--- src/rtl/clk_div_to_one.sv ---
// Divides clk_in down to a 50% duty square wave at CLK_OUT_HZ (default 100 MHz -> 1 Hz).
// Optional `CLK_DIV_TO_ONE_TICK_EN adds tick_out, a one-cycle strobe coincident with each clk_out rise.
module clk_div_to_one #(
    parameter int CLK_IN_HZ  = 100_000_000,
    parameter int CLK_OUT_HZ = 1
) (
    input  logic clk_in,
    input  logic rst,
    output logic clk_out
`ifdef CLK_DIV_TO_ONE_TICK_EN
    ,
    output logic tick_out
`endif
);

    // Guard the division so a bad CLK_OUT_HZ reaches the elaboration check below
    localparam int HALF = (CLK_OUT_HZ > 0) ? CLK_IN_HZ / (2 * CLK_OUT_HZ) : 0;
    localparam int CW   = (HALF > 1) ? $clog2(HALF) : 1;
    localparam logic [CW-1:0] LAST = CW'((HALF > 0) ? HALF - 1 : 0);

    generate
        if (CLK_OUT_HZ <= 0 || HALF < 1) begin : g_bad_params
            $error("clk_div_to_one: CLK_OUT_HZ must be > 0 and CLK_IN_HZ >= 2*CLK_OUT_HZ");
        end
    endgenerate

    logic [CW-1:0] cnt_reg;
    logic          at_last;
    logic          over_range;

    assign at_last    = (cnt_reg == LAST);
    assign over_range = (cnt_reg > LAST);

    // Unreachable counts recover to 0 without disturbing the output phase
    always_ff @(posedge clk_in or posedge rst) begin
        if (rst) begin
            cnt_reg <= '0;
            clk_out <= 1'b0;
        end else if (at_last) begin
            cnt_reg <= '0;
            clk_out <= ~clk_out;
        end else if (over_range) begin
            cnt_reg <= '0;
        end else begin
            cnt_reg <= cnt_reg + CW'(1);
        end
    end

`ifdef CLK_DIV_TO_ONE_TICK_EN
    always_ff @(posedge clk_in or posedge rst) begin
        if (rst) begin
            tick_out <= 1'b0;
        end else begin
            tick_out <= at_last && !clk_out;
        end
    end
`endif

endmodule

--- config.mk ---
export PLATFORM = sky130hd
export DESIGN_NAME = clk_div_to_one
export DESIGN_NICKNAME = d
export VERILOG_FILES = /design/src/rtl/clk_div_to_one.sv
export SDC_FILE = /design/constraint.sdc
export NUM_CORES = 1
export LEC_CHECK = 0
export CORE_ASPECT_RATIO = 1.2
export CORE_MARGIN = 3
export CORE_UTILIZATION = 25
export CTS_BUF_LIST = sky130_fd_sc_hd__clkbuf_16
export CTS_CLUSTER_DIAMETER = 40
export DETAILED_ROUTE_END_ITERATION = 10
export SLEW_MARGIN = 20
export SYNTH_ARGS = -nofsm -noshare
export SYNTH_HDL_FRONTEND = slang
export SYNTH_SLANG_ARGS = --single-unit
--- constraint.sdc ---
create_clock -name clk_in -period 5.2 [get_ports clk_in]
set_input_delay 0.52 -clock clk_in [delete_from_list [all_inputs] [get_ports clk_in]]
set_output_delay 0.52 -clock clk_in [all_outputs]
set_load 0.02 [all_outputs]
# Word level (Yosys, flattened, before mapping)
# Index checks and enable logic that the tools add are counted.
# W data, S select, Z words.
# op_classes
muxes,2
n_lt_le_gt_ge,1
bitwise_logic,1
eq_ne,1
add_sub_neg,1
# ops
cell,count
$mux W26,2
$add A26 B1 Y26 const B,1
$eq A26 B26 Y1 const B,1
$gt A26 B26 Y1 const B,1
$not A1 Y1,1
# totals
ff_bits,27
output_inout_bits,1
wordCells,8
input_bits,2

# Longest topological paths before layout
# depth
word_depth,3
depth_mapped,7
ltp_nobuf,6

# Worst setup path after synthesis
# Ideal clock, no wire load.
# synth_timing
kind,register to register
start,reg cnt_reg[0]
end,reg cnt_reg[15]
path_stages_with_launch,8
path_slack_ns,3.573
synth_period_minus_slack_ns,1.627
arrival_time_ns,1.555
n_path_buf,1
required_ns,5.128
setup_time_ns,0.072
path_cell_list,dfrtp_1 > ha_1 > and3_1 > nand2_1 > a31oi_1 > a21o_2 > buf_6 > nor2_1
# synth_between
elab_chain_cells,3
elab_cells_between_ends,5
classes_between,add/sub (1); order compare (1); eq/ne (1); mux (2)
# synth_lines
element,line,rtl
start: declaration,27,logic [CW-1:0] cnt_reg;
start signal: assignment,45,cnt_reg <= cnt_reg + CW'(1);
$add A26 B1 Y26 or $gt A26 B26 Y1 (tied branches),"45, 32",
$mux W26,42,end else if (over_range) begin
$mux W26 *,39,end else if (at_last) begin
# Mark *: on every way between the ends. The rest lies on a longest branch, timed or not.
# A chain may end at the register's enable or synchronous reset.

# Worst setup path after layout
# layout_timing
start,reg cnt_reg[0]
end,reg cnt_reg[5]
# Same word-level chain as after synthesis.

==> summary.md <==
| Metric | Value |
|---|---|
| Worst Path Buf+Inv | 0 |
| Total Wirelength | 2434 um |
| Hold_buf cts | 0 |
| Chip height | 88.53 um |
| Fmax achieved | 0.5193 GHz |
| Maximum clock insertion buffer count | 2 |
| Vias per inst | 4.528 |
| Initial drt markers | 45 |
| Sequential share of the synthesized area | 47.62% |
| Critical Path Fanout Max | 24 |
| FP Rows | 29 |
| Power density cells | 249.9 nW/um2 |
| Count of state elements after synthesis | 27 |
| CP delay by family, top | compound AO/OA/AOI/OAI gates |
| RePlAce Congestion | 0.7828 |
| Antenna violations before repair | 0 |
| Fillcell total | 557 |
| Yosys warning count | 0 |
| Leakage Power | 0.6482 nW |
| Worst skew pair latency | 0.26 ns |
| Clock transition at the registers of the reported paths | 0.07 ns |
| Kind of critical path | flip-flop to flip-flop |
| Post-CTS setup buffers | 0 |
| Die span in x | 74.77 um |
| Layout Nets | 154 |
| VDD IR-drop max | 0.1321 mV |
| Max FFs per register | 26 |
| Syn Inst Count | 147 |
| Slowest stage delay, CP | 0.44 ns |
| Slowest cell on crit path | a21o_2 |
| DIE AREA | 6619 um2 |
| Unrepaired setup endpoints after global routing | false |
| Dpl hpwl | 1735 um |
| Post-Syn Area | 1419 um2 |
| Final setup vio count | 0 |
| GRT Residual Overflow | 0 |
| # H-tree levels | 1 |
| Worst Tran Pin Value | 0.5566 ns |
| Power, Total | 391.1 uW |
| CORE AREA | 5406 um2 |
| Outcome | complete, no violations |
| ANT nets after route | 0 |
| Top-Level Pins | 3 |
| Vias in the first global route | 1,012 |
| Fraction of layout cells with a size suffix above 1 | 8.667% |
| Synthesized Nets | 150 |
| Largest net degree at the start of global routing | 28 |
| Critical Path End Type | flip-flop |
| I/O Buffers | 2 |
| Total track usage | 9.061% |
| First-pass DRT Iterations | 4 |
| Syn avg cell area | 9.652 um2 |
| Type of the most critical hold path | flip-flop to flip-flop |
| Clock Skews | 0.004688 ns |
| Maxcap violations | 0 |
| Fin cells | 212 |
| Post-cts resize count | 0 |
| Remaining DRCs | 0 |
| CTS sink count | 27 |
| Max transition margin | 62.84% |
| Critical Path RT | 5.33 ns |
| Setup TNS | 0 ns |
| Synth cell types | 28 |
| Antenna Cells | 0 |
| CTS tree | yes |
| Worst-path cell chain | ha_1 > and3_1 > nand2_1 > a31oi_1 > a21o_2 > nor2_1 |
| Placed cell count | 208 |
| Initial Utilization | 26.24% |
| Period minus WS final | 1.926 ns |
| Critical Path Source Type | flip-flop |
| Final worst-path cycle share | 37.03% |
| Final Hold Fails | 0 |
| First-pass GRT wire length | 4602 um |
| Avg WL per Cell | 11.48 um |
| Clock Tree Root | clkbuf_16 |
| Via Count | 960 |
| CTS buffer count | 3 |
| Max-slew violations | 0 |
| Crit path DAT | 2.06 ns |
| Area growth syn-to-layout | 10.32% |
| Worst reg-to-reg setup slack | 3.27 ns |
==> cell usage after synthesis (all sizes together) <==
| master | instances | area, um2 |
|---|---|---|
| or2 | 1 | 6.260 |
| xnor2 | 18 | 157.7 |
| and4 | 1 | 11.26 |
| xor2 | 6 | 52.55 |
| nand2 | 10 | 37.54 |
| o21a | 1 | 7.510 |
| o21bai | 1 | 7.510 |
| nand3 | 10 | 50.05 |
| buf | 3 | 33.78 |
| nand2b | 1 | 6.260 |
| a21o | 1 | 8.760 |
| a31oi | 1 | 6.260 |
| nand4 | 6 | 58.80 |
| ha | 1 | 12.51 |
| o21ai | 1 | 5.000 |
| inv | 5 | 18.77 |
| nor4 | 7 | 65.06 |
| nor2 | 37 | 138.9 |
| a22o | 1 | 8.760 |
| and3 | 4 | 26.28 |
| or3b | 1 | 8.760 |
| dfrtp | 27 | 675.7 |
| nor3 | 3 | 15.01 |
==> placed cells by master, fill, tap and decap left out, types with 2 or more instances in the layout <==
cell type	instances
nor4_1	5
clkdlybuf4s50_1	2
nand3_1	10
xor2_1	6
nand2_1	10
dfrtp_1	27
clkbuf_16	3
and3_1	3
inv_1	4
nand4_1	4
nor3_1	3
nor2_1	37
xnor2_1	18
==> worst paths after layout <==
path | start | end | cells past startpoint
worst max-delay path | cnt_reg[0] | cnt_reg[5] | 6
worst min-delay path | clk_out | clk_out | 1
worst max register to register | cnt_reg[0] | cnt_reg[5] | 6
worst min register to register | clk_out | clk_out | 1
max in group asynchronous | rst | cnt_reg[25] | 2
min in group asynchronous | rst | cnt_reg[14] | 2
==> logic make-up after synthesis <==
kind of cell	Yosys count	share of synthesized area, %
adder cells (fa/ha/maj)	1	0.8817
AND/OR/NAND/NOR	81	29.89
flip-flops	27	47.62
XOR/XNOR	24	14.81
AO/OA/AOI/OAI	6	3.087
buffers and inverters	8	3.704
==> area by class of cell <==
cell class | instances | area, um2 | share of cell area [%]
sequential | 27 | 675.6 | 43.17
tap | 62 | 77.57 | 4.956
inverter | 5 | 18.77 | 1.199
clock inverter | 1 | 7.507 | 0.4796
multi-input combinational | 112 | 690.7 | 44.12
clock buffer | 3 | 75.07 | 4.796
timing repair buffer | 2 | 20.02 | 1.279
==> per-stage QoR <==
stage	worst slack, ns	instance area [um2]	hold WS [ns]	util, %
after floorplan	3.573	1419	0.4366	-
after global placement	3.370	1483	0.4588	27.42
after detailed placement	3.294	1483	0.4662	27.42
after CTS	3.280	1565	0.4748	28.95
after global routing	3.017	1565	0.4817	28.95
final	3.274	1565	0.4658	28.95
==> report_power, final <==
part	total, mW	switching (mW)	internal (mW)
Combinational	0.00474	0.00401	0.000727
Clock	0.176	0.0719	0.105
Sequential	0.210	0	0.210
==> layer usage <==
metal | up-vias | track usage [%] | part of all wire [%]
met3 | 4 | 2.727 | 2.6
met5 | - | 0 | 0
li1 | 496 | - | -
met1 | 454 | 11.48 | 48
met2 | 6 | 14.95 | 48
met4 | 0 | 2.427 | 1.3
Note: power is estimated with default switching activity, not from simulation.
